--- config.mk ---
export PLATFORM = sky130hd
export DESIGN_NAME = lfsr_period_monitor
export DESIGN_NICKNAME = d
export VERILOG_FILES = /design/src/rtl/lfsr_period_monitor.sv
export SDC_FILE = /design/constraint.sdc
export NUM_CORES = 1
export LEC_CHECK = 0
export ABC_CLOCK_PERIOD_IN_PS = 4240
export CORE_MARGIN = 2
export CORE_UTILIZATION = 30
export DETAILED_ROUTE_END_ITERATION = 8
export PLACE_DENSITY = 0.55
export SYNTH_ARGS = -nofsm -noshare
export SYNTH_HDL_FRONTEND = slang
export SYNTH_SLANG_ARGS = --single-unit
--- constraint.sdc ---
create_clock -name clk -period 4.24 [get_ports clk]
set_input_delay 1.272 -clock clk [delete_from_list [all_inputs] [get_ports clk]]
set_output_delay 1.272 -clock clk [all_outputs]
set_load 0.03 [all_outputs]
--- src/rtl/lfsr_period_monitor.sv ---
// Period checker for an LFSR state stream: locks onto the first sampled state and
// counts valid samples until it recurs, flagging lock-up, tails and maximal length.
module lfsr_period_monitor #(
  parameter int WIDTH = 4,
  parameter int CNT_W = WIDTH + 1
) (
  input  logic             clk,
  input  logic             rst,
  input  logic             start,
  input  logic [WIDTH-1:0] din,
  input  logic             din_vld,
  output logic             busy,
  output logic             done,
  output logic [CNT_W-1:0] period,
  output logic             lockup,
  output logic             tail,
  output logic             max_len
);

  // state | meaning
  // IDLE  | waiting for start, samples ignored
  // ARMED | next valid sample becomes the reference state
  // TRACK | counting distinct states until the reference recurs
  // DONE  | result held until start

  localparam int DEPTH = 1 << WIDTH;
  localparam logic [CNT_W-1:0] MAX_P = CNT_W'(DEPTH - 1);

  typedef enum logic [1:0] {IDLE, ARMED, TRACK, DONE} state_t;

  state_t           state_q, state_d;
  logic [WIDTH-1:0] ref_q, ref_d;
  logic [CNT_W-1:0] count_q, count_d;
  logic [DEPTH-1:0] seen_q, seen_d;
  logic [CNT_W-1:0] period_d;
  logic             lockup_d, tail_d, max_len_d, busy_d, done_d;

  always_ff @(posedge clk or negedge rst) begin
    if (!rst) begin
      state_q <= IDLE;
      ref_q   <= '0;
      count_q <= '0;
      seen_q  <= '0;
      period  <= '0;
      lockup  <= 1'b0;
      tail    <= 1'b0;
      max_len <= 1'b0;
      busy    <= 1'b0;
      done    <= 1'b0;
    end else begin
      state_q <= state_d;
      ref_q   <= ref_d;
      count_q <= count_d;
      seen_q  <= seen_d;
      period  <= period_d;
      lockup  <= lockup_d;
      tail    <= tail_d;
      max_len <= max_len_d;
      busy    <= busy_d;
      done    <= done_d;
    end
  end

  always_comb begin
    state_d   = state_q;
    ref_d     = ref_q;
    count_d   = count_q;
    seen_d    = seen_q;
    period_d  = period;
    lockup_d  = lockup;
    tail_d    = tail;
    max_len_d = max_len;

    // start overrides everything, including a coincident valid sample
    if (start) begin
      state_d   = ARMED;
      ref_d     = '0;
      count_d   = '0;
      seen_d    = '0;
      period_d  = '0;
      lockup_d  = 1'b0;
      tail_d    = 1'b0;
      max_len_d = 1'b0;
    end else begin
      case (state_q)
        ARMED: begin
          if (din_vld) begin
            if (din == '0) begin
              lockup_d = 1'b1;
              period_d = '0;
              state_d  = DONE;
            end else begin
              ref_d       = din;
              seen_d[din] = 1'b1;
              count_d     = CNT_W'(1);
              state_d     = TRACK;
            end
          end
        end
        TRACK: begin
          if (din_vld) begin
            if (din == '0) begin
              lockup_d = 1'b1;
              period_d = '0;
              state_d  = DONE;
            end else if (din == ref_q) begin
              period_d  = count_q;
              max_len_d = (count_q == MAX_P);
              state_d   = DONE;
            end else if (seen_q[din]) begin
              tail_d   = 1'b1;
              period_d = '0;
              state_d  = DONE;
            end else begin
              seen_d[din] = 1'b1;
              count_d     = count_q + CNT_W'(1);
            end
          end
        end
        default: ;
      endcase
    end

    busy_d = (state_d == ARMED) || (state_d == TRACK);
    done_d = (state_d == DONE);
  end

endmodule

# Yosys cells after proc, flatten, opt, wreduce, memory -nomap -nowiden

Cells that the tools add are included.

Register bits: 37
Input port bits: 8
Output and inout port bits: 10
Logic and storage cells: 104

Add/sub/neg operators: 1
Order comparisons: 2
Equal/unequal tests: 17
Muxes and demuxes: 55
Bitwise gates (word level): 1
Reductions and logical operators: 18

Operators with widths:

| operator              | number |
|---|---|
| $mux W16              | 7 |
| $mux W5               | 14 |
| $pmux W16 S2          | 1 |
| $ne A3 B3 Y1 const B  | 7 |
| $pmux W5 S2           | 2 |
| $mux W1               | 18 |
| $mux W4               | 4 |
| $or A16 B16 Y16       | 1 |
| $reduce_bool A2 Y1    | 7 |
| $mux W2               | 6 |
| $reduce_and A5 Y1     | 2 |
| $reduce_and A7 Y1     | 1 |
| $eq A2 B2 Y1 const B  | 3 |
| $reduce_and A3 Y1     | 2 |
| $add A5 B1 Y5 const B | 1 |
| $eq A5 B4 Y1 const B  | 1 |
| $lt A4 B5 Y1 const B  | 1 |
| $ne A5 B5 Y1 const B  | 1 |
| $bmux W1 S4           | 1 |
| $demux W1 S4          | 1 |
| $eq A2 B1 Y1 const B  | 2 |
| $eq A4 B4 Y1          | 1 |
| $ge A4 B1 Y1 const B  | 1 |
| $logic_not A4 Y1      | 1 |
| 7 further kinds       | 8 |

# Logic depth before layout (Yosys ltp)

Gate-level depths: netlist of run 1.

Depth after elaboration: 11
Gate-level depth with buffers: 8
Gate-level depth less buffers: 7

# Least setup slack after synthesis of run 1

OpenSTA, ideal clock, no wires.

Path type: input to register
Start point: input port din[3]
End point: register busy
Library setup time: 126 ps
Arrival time: 2977 ps
Data required time: 4114 ps
Setup slack: 1137 ps
Stages: 8
Path buffers: 2
Cells stage by stage: clkbuf_1 -> mux4_1 -> mux2i_4 -> a22oi_2 -> buf_6 -> o41ai_1 -> a211oi_1 -> ha_1

Cells in the longest elaborated chain, start to end: 10
Elaborated cells on any way between the ends: 15
Those cells by class: eq/ne: 3; mux: 10; reduce/logical: 2

RTL lines:

| element                                             | line | source |
|---|---|---|
| start, declared                                     | 10   | `input logic [WIDTH-1:0] din,` |
| $bmux W1 S4                                         | 110  | `end else if (seen_q[din]) begin` |
| $mux W1 (implied by the code)                       | 110  |  |
| $mux W2                                             | 110  |  |
| $mux W2                                             | 106  | `end else if (din == ref_q) begin` |
| $mux W2 *                                           | 102  | `if (din == '0) begin` |
| $mux W2 *                                           | 101  | `if (din_vld) begin` |
| $pmux W2 S2 *                                       | 85   | `case (state_q)` |
| $mux W2 *                                           | 75   | `if (start) begin` |
| named net state_d[1]                                | 31   | `state_t state_q, state_d;` |
| $eq A2 B1 Y1 / $eq A2 B2 Y1 (equally long branches) | 124  | `busy_d = (state_d == ARMED) \|\| (state_d == TRACK);` |
| $logic_or A1 B1 Y1 *                                | 124  |  |
| named net busy_d                                    | 36   | `logic lockup_d, tail_d, max_len_d, busy_d, done_d;` |
| end signal, assigned                                | 59   | `busy <= busy_d;` |
| end, declared                                       | 12   | `output logic busy,` |

The timed path passes the listed nets; every way through them passes the cells marked *. The select of a mux whose other input is x is not followed.
A chain may end at the register's enable or synchronous reset.

# Final worst setup path of run 1

Start point: input port din[2]
End point: register busy

The elaborated chain is that of the path after synthesis.

==> flow_results.org, run 1 <==
** Worst setup path
- Type of the worst setup path :: in2reg
- The largest individual stage delay along the critical path comes from the cell sky130_fd_sc_hd__clkdlybuf4s50_1.
- The most critical setup path has its endpoint at busy$_DFF_PN0_.
- For the worst flop-to-flop path, the logic depth is 6.
- Total stage count of the critical path :: 8
- Counting both buffers and inverters, the worst setup path holds a total of 2.
- Critical path's largest stage delay :: 0.58 ns
- Data arrival time of the critical path :: 3.83 ns
- CP max FO :: 11
- Critical path cell sequence :: clkdlybuf4s50_1, buf_4, xnor2_1, a41oi_1, a22oi_2, o41ai_1, a211oi_1, ha_1
- The worst setup path is launched from a primary input.
- The worst setup path is captured at a register.
- Start point of the critical path :: din[2]
- In this run the critical register-to-register path is launched from ref_q[0]$_DFFE_PN0P_.
- Broken down by cell family, the worst path's largest delay share belongs to compound AO/OA/AOI/OAI gates.
- Worst-case register-to-register setup slack :: approximately 2 ns
- Reg-to-reg critical path endpoint :: busy$_DFF_PN0_
- At the worst endpoint, the required time is 4.42 ns.

** Clock network
- Number of buffers inserted by post-CTS setup repair :: 0
- In this run the deepest clock path goes through 2 buffers.
- Clock insertion delay at the later pin of the skew report :: between 0.2 and 0.3 ns
- TritonCTS built the clock tree.
- Buffers inserted to repair hold after CTS numbered 0.
- The tree is rooted in a sky130_fd_sc_hd__clkbuf_8.
- CTS resizes :: 0
- Number of buffers inserted during clock tree synthesis :: 5
- The tree built by TritonCTS fans out to 37 sinks.
- Clock-pin slew was measured on the worst setup and hold paths at ~0.080 ns.
- The clock tree synthesis step divided the H-tree into 2 levels.

** Placement
- Placer congestion estimate :: about 0.77
- During placement, the flow inserted port buffers numbering 17.
- In this run the cell area measured after placement is about 0.0023 mm2.
- Summed over all nets, the half-perimeter wirelength after detailed placement is approximately 3200 um.

** Yosys
- Complex-gate fraction of the synthesized area :: 0.231
- Of the total synthesized cell area, the portion taken by AND, OR, NAND and NOR gates is 0.143.
- Of the synthesized area, sequential elements account for 0.447.
- Largest family of logic cells by synthesized area :: compound AO/OA/AOI/OAI gates
- Yosys synthesis warning count :: 0
- Post-synthesis average cell area :: approximately 11 um2
- Counting every net in the synthesized netlist gives just under 200.
- Of the total synthesized cell area, the portion taken by full adders, half adders and majority gates is 0.0302.
- Post-synth EDFFs :: 0
- The cell count after synthesis came out at between 150 and 200.
- In the synthesized netlist the dominant register cell turns out to be sky130_fd_sc_hd__dfrtp_1.
- After synthesis, the share of flip-flops with an asynchronous set or reset is 1.00.
- After synthesis, the share of cell area in mux cells is 0.0810.
- Library cells used by synthesis :: 40
- After synthesis the netlist holds a flip-flop and latch count of 37.
- In this run the cell area of the synthesized design comes to ~0.0021 mm2.
- Of the total synthesized cell area, the portion taken by XOR and XNOR cells is 0.0169.

** Route
- Met1 wire length :: about 2300 um
- For this run, design rule violations remaining after detail routing come to 0.
- Wire length reported by the detailed router :: between 4000 and 5000 um
- Dividing the detail-routed via count by the number of cells gives approximately 5.3.
- In this run the remaining antenna-violating nets after routing total 0.
- Detailed routing placed a total of 2070 um of wire on met2.
- Summed over all nets, wire length on met3 after detailed routing comes to roughly 150 um.
- Number of detailed-route iterations in the first pass :: 4
- Number of design-rule violations left by the first detailed-router iteration :: slightly below 60
- Routed signal wires occupy layers up through met4.
- Wire length per cell after detailed routing :: around 16 um
- Vias :: approximately 1500

** Layout
- Diodes inserted :: 0
- Number of nets in the layout :: approximately 210
- Filler cell count :: 667
- In the final layout, the share of cells above drive strength 1 is 0.169.
- From synthesis to final layout, the design area changed by 16.8%.
- After routing the design area is between 0.002 and 0.0025 mm2.

** Floorplanning
- The floorplan has 30 rows.
- Die outline height :: slightly below 90 um
- Die span in x :: 87.1 um
- The die covers about 0.0076 mm2.
- Ports :: 18
- The core region is 0.00672 mm2.
- For this configuration, the core starts out at a cell density of 0.308.

** Timing
- Fin. Hold Viols :: 0
- Slew headroom :: 0.453
- Setup repair after global routing left no endpoint under its margin.
- Worst Tran Pin Value :: slightly above 0.8 ns
- Shortest clock period the worst path allows after layout :: 3.65 ns
- Static timing analysis puts the maximum clock frequency at about 270 MHz.
- After routing, the total negative slack on setup checks comes to 0 ns.
- Dividing the final minimum period by the clock period gives 0.862.
- Number of max-slew violations in the final report :: 0
- The clock arrives with 0.0113 ns of skew.
- Hold timing on the final database bottoms out at a slack of about 0.49 ns.
- Setup violations remaining at the end of the flow were counted as 0.

** Global routing
- The first global-routing pass estimated 7670 um of wire.
- Via count of the first global-routing pass :: between 1000 and 1500
- The total overflow left after global routing is 0.
- Entering global routing, the biggest net connects 38 pins.
- The initial antenna violation count is 0.
- In the global route stage, overall resource usage came out at 0.133.

** Run status
- The run finished with clean final reports.

** Worst hold path
- In this run the worst hold path is classified as reg2reg.
- The worst hold path begins at seen_q[8]$_DFFE_PN0P_.

** Power
- Total power density per cell area :: ~430 mW/mm2
- Worst vdd rail ir drop :: ~0.00015 V
- Leak Pwr :: about 0.0010 uW
- The design draws 1040 uW.

** Job
- Max-capacitance violation count :: 0
-- how the worst min path moves through the flow --
stage                     cells past startpoint  slack, ns                endpoint
final                                         2       0.49   seen_q[8]$_DFFE_PN0P_
after global routing                          2       0.52  seen_q[10]$_DFFE_PN0P_
after CTS                                     2       0.49   seen_q[8]$_DFFE_PN0P_
after detailed placement                      2       0.47   seen_q[8]$_DFFE_PN0P_
after global placement                        2       0.47   seen_q[8]$_DFFE_PN0P_
after floorplan                               2       0.44   seen_q[7]$_DFFE_PN0P_
-- cell families after synthesis --
family                     Yosys count
muxes                               10
and+or+nand+nor                     55
AOI/OAI and AO/OA                   52
adders and majority gates            5
xor gates and xnor gates             4
buffers and inverters               22
DFF                                 37
-- metal layers --
| layer | vias up | track usage |
|---|---|---|
| met5 | - | 0 |
| met1 | 734 | 0.188 |
| met2 | 28 | 0.200 |
| met3 | 5 | 0.0294 |
| met4 | 0 | 0.0440 |
| li1 | 725 | - |
-- flip-flops by register name (all words and copies together) (netlist names) --
signal   cells
seen_q      16
count_q      5
period       5
ref_q        4
state_q      2
busy         1
done         1
lockup       1
max_len      1
tail         1
-- area by class of cell --
cell class	instances	area, um2	share of cell area
well taps	80	100	0.0414
inverters	8	30.0	0.0124
clock buffers	6	82.6	0.0341
multi-input cells	126	1040	0.430
flip-flops and latches	37	926	0.383
clock inverters	2	37.5	0.0155
repair buffers	22	203	0.0838
-- power breakdown --
part	switching, uW	leakage, uW	internal (uW)	total [uW]
clock	134	0.0000574	191	326
sequential	24.1	0.000505	388	412
combinational	195	0.000470	106	300
-- stage by stage --
step           utilization  cells  worst slack [ns]
2_1_floorplan            -    185              1.14
3_3_place_gp         0.342    273             0.362
3_5_place_dp         0.342    273             0.268
4_1_cts              0.360    281             0.577
5_1_grt              0.360    281             0.408
6_report             0.360    281             0.586
-- worst reg2reg max path: cells and delay by family (launching register included) --
kind	cells	cell delay, ns
AO/OA/AOI/OAI	4	1.20
flip-flops	1	0.40
adder cells (fa/ha/maj)	1	0.30
XOR/XNOR	1	0.28
-- Yosys cell counts, types with 2 or more instances --
cell                       number  area, um2
sky130_fd_sc_hd__dfrtp_1       37        926
sky130_fd_sc_hd__nand2b_1      18        113
sky130_fd_sc_hd__nand2_1       11       41.3
sky130_fd_sc_hd__clkbuf_1      10       37.5
sky130_fd_sc_hd__o41ai_2       10        163
sky130_fd_sc_hd__a21oi_1        8       40.0
sky130_fd_sc_hd__inv_1          8       30.0
sky130_fd_sc_hd__a22o_1         7       61.3
sky130_fd_sc_hd__nand3_1        7       35.0
sky130_fd_sc_hd__nor2_1         7       26.3
sky130_fd_sc_hd__o41ai_1        7       61.3
sky130_fd_sc_hd__ha_1           5       62.6
sky130_fd_sc_hd__mux2i_1        4       40.0
sky130_fd_sc_hd__o21ai_0        4       20.0
sky130_fd_sc_hd__xnor2_1        4       35.0
sky130_fd_sc_hd__a41oi_1        3       26.3
sky130_fd_sc_hd__buf_6          3       33.8
sky130_fd_sc_hd__mux4_2         3       67.6
sky130_fd_sc_hd__a211oi_1       2       15.0
sky130_fd_sc_hd__a21o_1         2       15.0
sky130_fd_sc_hd__a31oi_1        2       12.5
sky130_fd_sc_hd__nor2b_1        2       12.5
sky130_fd_sc_hd__nor3_1         2       10.0
sky130_fd_sc_hd__o41a_1         2       22.5
sky130_fd_sc_hd__or2_2          2       12.5
-- layout by cell type, fill, tap and decap left out, types with 2 or more instances in the layout --
| master | synthesis | routed |
|---|---|---|
| sky130_fd_sc_hd__a211oi_1 | 2 | 2 |
| sky130_fd_sc_hd__a21o_1 | 2 | 2 |
| sky130_fd_sc_hd__a21oi_1 | 8 | 8 |
| sky130_fd_sc_hd__a22o_1 | 7 | 7 |
| sky130_fd_sc_hd__a31oi_1 | 2 | 2 |
| sky130_fd_sc_hd__a41oi_1 | 3 | 3 |
| sky130_fd_sc_hd__buf_4 | 0 | 5 |
| sky130_fd_sc_hd__clkbuf_8 | 0 | 6 |
| sky130_fd_sc_hd__clkdlybuf4s50_1 | 0 | 16 |
| sky130_fd_sc_hd__dfrtp_1 | 37 | 37 |
| sky130_fd_sc_hd__ha_1 | 5 | 5 |
| sky130_fd_sc_hd__inv_1 | 8 | 8 |
| sky130_fd_sc_hd__mux2i_1 | 4 | 4 |
| sky130_fd_sc_hd__mux4_2 | 3 | 3 |
| sky130_fd_sc_hd__nand2_1 | 11 | 11 |
| sky130_fd_sc_hd__nand2b_1 | 18 | 18 |
| sky130_fd_sc_hd__nand3_1 | 7 | 7 |
| sky130_fd_sc_hd__nor2_1 | 7 | 7 |
| sky130_fd_sc_hd__nor2b_1 | 2 | 2 |
| sky130_fd_sc_hd__nor3_1 | 2 | 2 |
| sky130_fd_sc_hd__o21ai_0 | 4 | 4 |
| sky130_fd_sc_hd__o41a_1 | 2 | 2 |
| sky130_fd_sc_hd__o41ai_1 | 7 | 7 |
| sky130_fd_sc_hd__o41ai_2 | 10 | 10 |
| sky130_fd_sc_hd__or2_2 | 2 | 2 |
| sky130_fd_sc_hd__xnor2_1 | 4 | 4 |
Power figures use the tool's default switching activity.
==> run 2: changes to the inputs <==
--- a/config.mk
+++ b/config.mk
@@ -5,11 +5,14 @@
 export SDC_FILE = /design/constraint.sdc
 export NUM_CORES = 1
 export LEC_CHECK = 0
+export ABC_AREA = 1
 export ABC_CLOCK_PERIOD_IN_PS = 4240
 export CORE_MARGIN = 2
 export CORE_UTILIZATION = 30
 export DETAILED_ROUTE_END_ITERATION = 8
+export GPL_ROUTABILITY_DRIVEN = 0
 export PLACE_DENSITY = 0.55
+export SLEW_MARGIN = 25
 export SYNTH_ARGS = -nofsm -noshare
 export SYNTH_HDL_FRONTEND = slang
 export SYNTH_SLANG_ARGS = --single-unit
==> flow_results.org, run 2 <==
** Run status
- Status :: finished clean

** Layout
- Layout-stage area growth over the synthesis result :: 13.7%
- Number of nets in the layout :: 323 (+52%)
- The proportion of layout cells with a drive suffix above 1 is 0.151 (-0.0180).
- The number of antenna repair diodes is 0 (unchanged).
- The library cell used most frequently in the layout, excluding fill and tap cells, is sky130_fd_sc_hd__nand2_1.
- The number of flip-flops under the largest register name is 16 (unchanged).
- The largest registers in the layout are seen_q x16, count_q x5, period x5.
- The library cells used most frequently in the layout, excluding fill and tap cells, are sky130_fd_sc_hd__nand2_1 (101), sky130_fd_sc_hd__dfrtp_1 (37), sky130_fd_sc_hd__inv_1 (35).
- Most flops, register :: seen_q
- The number of inserted filler cells in the final layout is 797 (+19%).

** Timing
- The worst clock skew came to 0.0144 ns (+0.00313 ns).
- The number of max-slew violations in the final report came to 0 (unchanged).
- RSZ-0062 raised after global routing :: no
- Setup WS post-layout :: 0.976 ns (+0.390 ns)
- The slew at the pin with the worst max-slew slack was 0.859 ns (+0.0393 ns).
- The fmax is 306 MHz (+12%).
- The count of endpoints failing setup in the final report was 0 (unchanged).
- The clock period minus final worst setup slack is 3.26 ns (-0.390 ns).
- Slew headroom :: 0.427 (-0.0262)
- The total negative setup slack came to 0 ns (unchanged).
- Fin. Hold Viols :: 0 (unchanged)
- The post-route fraction of the period consumed by the critical path was 0.770 (-0.0919).

** Floorplanning
- Die outline height :: 90.6 um (+4.1%)
- Starting Density :: 0.311 (+0.00231)
- The area of the core came to 0.00725 mm2 (+8.0%).
- Ports :: 18 (unchanged)
- The number of rows in the core area was 31 (+3.3%).
- Die span in x :: 90.6 um (+4.1%)
- The overall die area is 0.00822 mm2 (+8.4%).

** Route
- Number of design-rule violations left by the first detailed-router iteration :: 71 (+20%)
- The detail-routed via count per cell came to 4.59 (-14%).
- Number of detailed-route iterations in the first pass :: 4 (unchanged)
- Number of DRC violations after detailed routing :: 0 (unchanged)
- The count of nets left with antenna violations after detail routing is 0 (unchanged).
- Wire length reported by the detailed router :: 4980 um (+9.0%)
- Vias :: 1882 (+26%)
- Wire length per cell after detailed routing :: 12.1 um (-25%)

** Yosys
- Post-synth EDFFs :: 0 (unchanged)
- Leading post-synthesis cells by cell area :: sky130_fd_sc_hd__dfrtp_1 (41%), sky130_fd_sc_hd__nand2_1 (17%), sky130_fd_sc_hd__o21ai_2 (7.4%)
- Post-synth top flop :: sky130_fd_sc_hd__dfrtp_1
- Yosys synthesis warning count :: 0 (unchanged)
- Number of nets produced by synthesis :: 306 (+55%)
- Register area share after synthesis :: 0.411 (-0.0360)
- Leading cell type by number of instances after synthesis :: sky130_fd_sc_hd__nand2_1
- Post-synthesis instance area :: 0.00225 mm2 (+8.8%)
- Post-synthesis sequential element count :: 37 (unchanged)
- The number of distinct library cell variants in the gate-level netlist after synthesis was 33 (-18%).
- The proportion of register bits with asynchronous set or reset after synthesis was 1.00 (unchanged).
- The synthesized design spends more area on one cell type than any other, namely sky130_fd_sc_hd__dfrtp_1.
- The synthesized instance count is 293 (+58%).
- Top cells by instance count after synthesis :: sky130_fd_sc_hd__nand2_1 (101), sky130_fd_sc_hd__dfrtp_1 (37), sky130_fd_sc_hd__inv_1 (35)
- Post-synthesis average cell area :: 7.69 um2 (-31%)
- The share of Yosys cell area claimed by the top area cell type is 0.411 (-0.0360).

** Worst hold path
- The path class of the tightest hold or removal check is reg2reg.

** Job
- The max-cap violation count is 0 (unchanged).

** Worst setup path
- Kind of start point of the critical path :: primary input
- CP Data Required Time :: 4.43 ns (about the same)
- For this design, the slowest cell found on the critical path is sky130_fd_sc_hd__clkdlybuf4s50_1.
- Most Frequent Cell on Critical Path :: sky130_fd_sc_hd__nand2_1
- The largest fanout on the critical path was 14 (+3).
- Walking the worst path, the cells encountered are clkdlybuf4s50_1, inv_2, nand2_1, nand4_1, nand2b_1, nand3_1, nand2_1, a21oi_1, ha_1.
- Data arrival time of the critical path :: 3.45 ns (-0.38 ns)
- Critical path buffers and inverters :: 2 (unchanged)
- The largest stage delay on the critical path came to 0.79 ns (+0.21 ns).
- By startpoint and endpoint, the worst setup path is classified as in2reg.
- Crit. End Element :: register
- Category of cells accounting for the largest share of critical-path delay :: buffers and inverters

** Global routing
- First-pass GRT wire length :: 8910 um (+16%)
- Largest net degree at the start of global routing :: 38 (unchanged)
- The global routing usage on met1 is 0.177 (-0.0112).
- Total congestion overflow after global routing :: 0 (unchanged)
- The routing usage on met3 came to 0.0301 (+0.000666).
- Met2 usage in global routing :: 0.216 (+0.0166)
- Via count of the first global-routing pass :: 1882 (+31%)
- Global routing's busiest layer :: met2
- The initial antenna violation count was 0 (unchanged).
- The overall track demand over capacity in global routing was 0.133 (+0.000498).

** Clock network
- H-tree levels :: 2 (unchanged)
- TritonCTS built the clock tree.
- The tree is rooted in a sky130_fd_sc_hd__clkbuf_8.
- Post-cts hold buffer count :: 0 (unchanged)
- The number of buffers added for setup after CTS came to 0 (unchanged).
- The number of clock sinks seen by CTS was 37 (unchanged).
- The clock-pin slew of the registers on the worst-case setup and hold paths was 0.08 ns (about the same).
- Worst-case clock buffer depth :: 2 (unchanged)
- The post-cts resize count is 0 (unchanged).
- Number of buffers inserted during clock tree synthesis :: 5 (unchanged)
- Clock insertion delay at the later pin of the skew report :: 0.30 ns (about the same)

** Placement
- Worst Setup Slack post-DPL :: 0.674 ns (+0.406 ns)
- The placed wire-length estimate after detailed placement is 3570 um (+11%).
- Number of buffers inserted by port buffering :: 17 (unchanged)

** Power
- Leak Pwr :: 0.00116 uW (+12%)
- Total power density per cell area :: 392 mW/mm2 (-8.7%)
- Worst vdd rail ir drop :: 0.000235 V (+55%)
==> run 2: power by group <==
part           leakage [uW]  total [uW]  internal (uW)  switching, uW
combinational      0.000612         323            108            215
clock             0.0000439         256            114            143
sequential         0.000501         424            395           28.9
==> run 2: path summary, 6_finish.rpt <==
| check | start | end | slack [ns] | cells after the start |
|---|---|---|---|---|
| worst max-delay path | din[0] | busy$_DFF_PN0_ | 0.98 | 9 |
| worst min-delay path | period[3]$_DFFE_PN0P_ | period[3]$_DFFE_PN0P_ | 0.50 | 2 |
| worst max register to register | state_q[0]$_DFF_PN0_ | seen_q[10]$_DFFE_PN0P_ | 2.28 | 9 |
| worst min register to register | period[3]$_DFFE_PN0P_ | period[3]$_DFFE_PN0P_ | 0.50 | 2 |
| max in group asynchronous | rst | seen_q[5]$_DFFE_PN0P_ | 2.60 | 1 |
| min in group asynchronous | rst | seen_q[8]$_DFFE_PN0P_ | 1.07 | 1 |
==> run 2: logic make-up after synthesis <==
group                    synth area share
buffers and inverters              0.0961
XOR/XNOR                           0.0117
AND/OR/NAND/NOR                     0.293
AO/OA/AOI/OAI                       0.161
flip-flops                          0.411
adder cells (fa/ha/maj)            0.0278
==> run 2: stage by stage <==
stage | cells | total power (uW) | util | hold slack [ns] | cell area [um2]
5_1_grt | 410 | 1070 | 0.353 | 0.538 | 2560
3_3_place_gp | 402 | 752 | 0.341 | 0.482 | 2470
4_1_cts | 410 | 1020 | 0.353 | 0.508 | 2560
3_5_place_dp | 402 | 757 | 0.341 | 0.486 | 2470
2_1_floorplan | 293 | 692 | - | 0.475 | 2250
6_report | 410 | 1000 | 0.353 | 0.500 | 2560
==> run 2: worst reg2reg max path: cells and delay by family (launching register included) <==
| kind | cells | cell delay [ns] |
|---|---|---|
| DFF | 1 | 0.41 |
| AOI/OAI and AO/OA | 1 | 0.06 |
| buffers and inverters | 3 | 0.35 |
| adders and majority gates | 1 | 0.29 |
| and+or+nand+nor | 4 | 0.75 |
==> run 2: final cells by class <==
class / count / area, um2 / share of cell area
Inverter: 38 / 143 / 0.0557
Clock buffer: 5 / 68.8 / 0.0269
Timing Repair Buffer: 18 / 173 / 0.0674
Tap cell: 99 / 124 / 0.0484
Clock inverter: 3 / 17.5 / 0.00684
Multi-Input combinational cell: 210 / 1110 / 0.433
Sequential cell: 37 / 926 / 0.362
==> run 2: per-layer routing <==
metal	up-vias	wire length (um)
li1	962	-
met2	32	2380
met4	0	55
met5	-	0
met3	7	174
met1	881	2370
==> run 3: changes to the inputs <==
--- a/config.mk
+++ b/config.mk
@@ -6,7 +6,7 @@
 export NUM_CORES = 1
 export LEC_CHECK = 0
 export ABC_AREA = 1
-export ABC_CLOCK_PERIOD_IN_PS = 4240
+export ABC_CLOCK_PERIOD_IN_PS = 3200
 export CORE_MARGIN = 2
 export CORE_UTILIZATION = 30
 export DETAILED_ROUTE_END_ITERATION = 8
==> constraint.sdc (replaced) <==
create_clock -name clk -period 3.2 [get_ports clk]
set_input_delay 0.96 -clock clk [delete_from_list [all_inputs] [get_ports clk]]
set_output_delay 0.96 -clock clk [all_outputs]
set_load 0.03 [all_outputs]
==> flow_results.org, run 3 (synthesized netlist as in run 2, its figures left out) <==
** Layout
- Leading registers by flop count :: seen_q x16, count_q x5, period x5
- Diodes inserted :: 0 (unchanged)
- Most frequent cells in the layout :: sky130_fd_sc_hd__nand2_1 (101), sky130_fd_sc_hd__dfrtp_1 (37), sky130_fd_sc_hd__inv_1 (35)
- Flip-flop count of the largest register after layout :: 16 (unchanged)
- Layout-stage area growth over the synthesis result :: 17.1%
- Number of nets in the layout :: 329 (+1.9%)
- Most flops, register :: seen_q
- The post-layout utilization of the core is 0.363 (+0.0104).
- Summed area of non-filler cells in the final layout :: 0.00264 mm2 (+2.9%)
- The library cell used most frequently in the layout, excluding fill and tap cells, is sky130_fd_sc_hd__nand2_1.
- The proportion of layout cells with a drive suffix above 1 was 0.164 (+0.0129).

** Worst setup path
- The required time reported for the critical path endpoint is 3.38 ns (-1.05 ns).
- The worst setup path is launched from a primary input.
- CP max FO :: 8 (-6)
- Type of the worst setup path :: in2reg
- Crit. End Element :: register
- Data arrival time of the critical path :: 2.81 ns (-0.64 ns)

** Timing
- The number of failing hold endpoints at the final stage was 0 (unchanged).
- Slew headroom :: 0.436 (+0.00930)
- Shortest clock period the worst path allows after layout :: 2.63 ns
- Final number of setup-violating endpoints :: 0 (unchanged)
- Highest clock rate :: about 380 MHz
- The slew at the pin with the worst max-slew slack was 0.845 ns (-0.0140 ns).
- The worst clock skew came to 0.00990 ns (-0.00451 ns).
- Dividing the final minimum period by the clock period gives 0.821.
- Number of max-slew violations in the final report :: 0 (unchanged)
- Sum of negative setup slack :: 0 ns (unchanged)
- Final-layout worst hold slack :: 0.499 ns (-0.000213 ns)
- RSZ-0062 raised after global routing :: no
- The final critical-path setup slack was 0.574 ns (-0.402 ns).

** Clock network
- The clock-pin slew of the registers on the worst-case setup and hold paths was 0.08 ns (about the same).
- CTS resizes :: 0 (unchanged)
- Post-cts hold buffer count :: 0 (unchanged)
- H-tree levels :: 2 (unchanged)
- The worst-case clock buffer depth was 2 (unchanged).
- Clock sink total :: 37 (unchanged)
- The number of buffers added for setup after CTS came to 0 (unchanged).
- Number of buffers inserted during clock tree synthesis :: 5 (unchanged)
- CTS tree :: built
- Cell chosen for the clock root :: sky130_fd_sc_hd__clkbuf_8
- The clock network latency to the later pin of the worst-skew pair came to 0.29 ns (about the same).

** Power
- Total power density per cell area :: 541 mW/mm2 (+38%)
- The worst voltage drop across the vdd grid is 0.000344 V (+46%).
- The standby leakage power was 0.00120 uW (+3.8%).

** Floorplanning
- The area of the core came to 0.00725 mm2 (unchanged).
- Die span in x :: 90.6 um (unchanged)
- Site row count :: 31 (unchanged)
- The number of top-level pins came to 18 (unchanged).
- The initial core utilization came to 0.311 (unchanged).
- The vertical extent of the die came to 90.6 um (unchanged).
- Die Footprint :: 0.00822 mm2 (unchanged)

** Route
- The violation count after the first detailed-routing iteration came to 75 (+5.6%).
- The average routed wire per standard cell came to 11.7 um (-3.9%).
- Residual antenna-violating net count after detailed routing :: 0 (unchanged)
- Wire length reported by the detailed router :: 4850 um (-2.5%)
- The number of design rule violations left after detail routing is 0 (unchanged).
- The first-pass detailed-route iteration total was 4 (unchanged).
- The detail-routed via count per cell was 4.47 (-2.6%).
- The routed via count is 1859 (-1.2%).

** Worst hold path
- Type of the most critical hold path :: reg2reg

** Placement
- Area of placed instances :: 0.00252 mm2 (+1.8%)
- Worst Setup Slack post-DPL :: 0.275 ns (-0.399 ns)
- Number of buffers inserted by port buffering :: 17 (unchanged)
- Total half-perimeter wirelength after legalization and detailed placement :: 3520 um (-1.5%)

** Global routing
- Total congestion overflow after global routing :: 0 (unchanged)
- The initial antenna violation count came to 0 (unchanged).
- Largest net degree at the start of global routing :: 38 (unchanged)
- Via count of the first global-routing pass :: 1858 (-1.3%)
- Total GRT Usage :: 0.127 (-0.00569)
- The first-pass GRT wire length was 8510 um (-4.6%).

** Job
- The max-cap violation count came to 0 (unchanged).

** Run status
- Status :: finished clean
## run 3: cell types whose count changed in the layout (fill, tap and decap cells not counted)
cell / delta
sky130_fd_sc_hd__clkbuf_8: +1
sky130_fd_sc_hd__clkbuf_1: +1
sky130_fd_sc_hd__clkinvlp_4: -1
sky130_fd_sc_hd__buf_4: +6
sky130_fd_sc_hd__bufinv_16: +1
sky130_fd_sc_hd__clkinv_2: -2
## run 3: cell type report
class                      instances  area (um2)
sequential                        37         926
fill                             781        4620
multi-input combinational        210        1110
tap                               99         124
timing repair buffer              24         218
clock inverter                     1        30.0
inverter                          38         143
clock buffer                       7        86.3
## run 3: final timing paths
path	depth (start not counted)	slack, ns	to	startpoint
min reg2reg	2	0.50	period[2]$_DFFE_PN0P_	period[2]$_DFFE_PN0P_
max	9	0.57	busy$_DFF_PN0_	din[1]
max in group asynchronous	1	1.89	ref_q[0]$_DFFE_PN0P_	rst
min	2	0.50	period[2]$_DFFE_PN0P_	period[2]$_DFFE_PN0P_
max reg2reg	9	1.17	seen_q[15]$_DFFE_PN0P_	state_q[0]$_DFF_PN0_
min in group asynchronous	1	0.77	seen_q[11]$_DFFE_PN0P_	rst
## run 3: power breakdown
part | switching [uW] | internal (uW)
logic | 287 | 150
registers | 35.7 | 524
clock network | 176 | 254
## run 3: routing by layer
layer  wire length (um)  global-route usage  vias up
met5                  0                   0        -
met4                 52              0.0385        0
met3                131              0.0309        4
met2               2300               0.206       18
met1               2370               0.169      867
li1                   -                   -      970
## run 3: per-stage QoR
step / power (uW) / cells
6_report: 1430 / 416
5_1_grt: 1530 / 416
4_1_cts: 1450 / 416
3_5_place_dp: 1010 / 408
3_3_place_gp: 1000 / 408
2_1_floorplan: 917 / 293
## run 3: critical path, cell delays in order
cell and delay, ns:
sky130_fd_sc_hd__clkdlybuf4s50_1 0.61, sky130_fd_sc_hd__inv_2 0.12, sky130_fd_sc_hd__nand2_1 0.07, sky130_fd_sc_hd__nand4_1 0.06
sky130_fd_sc_hd__nand2b_1 0.31, sky130_fd_sc_hd__nand3_1 0.17, sky130_fd_sc_hd__nand2_1 0.06, sky130_fd_sc_hd__a21oi_1 0.18
sky130_fd_sc_hd__ha_1 0.26
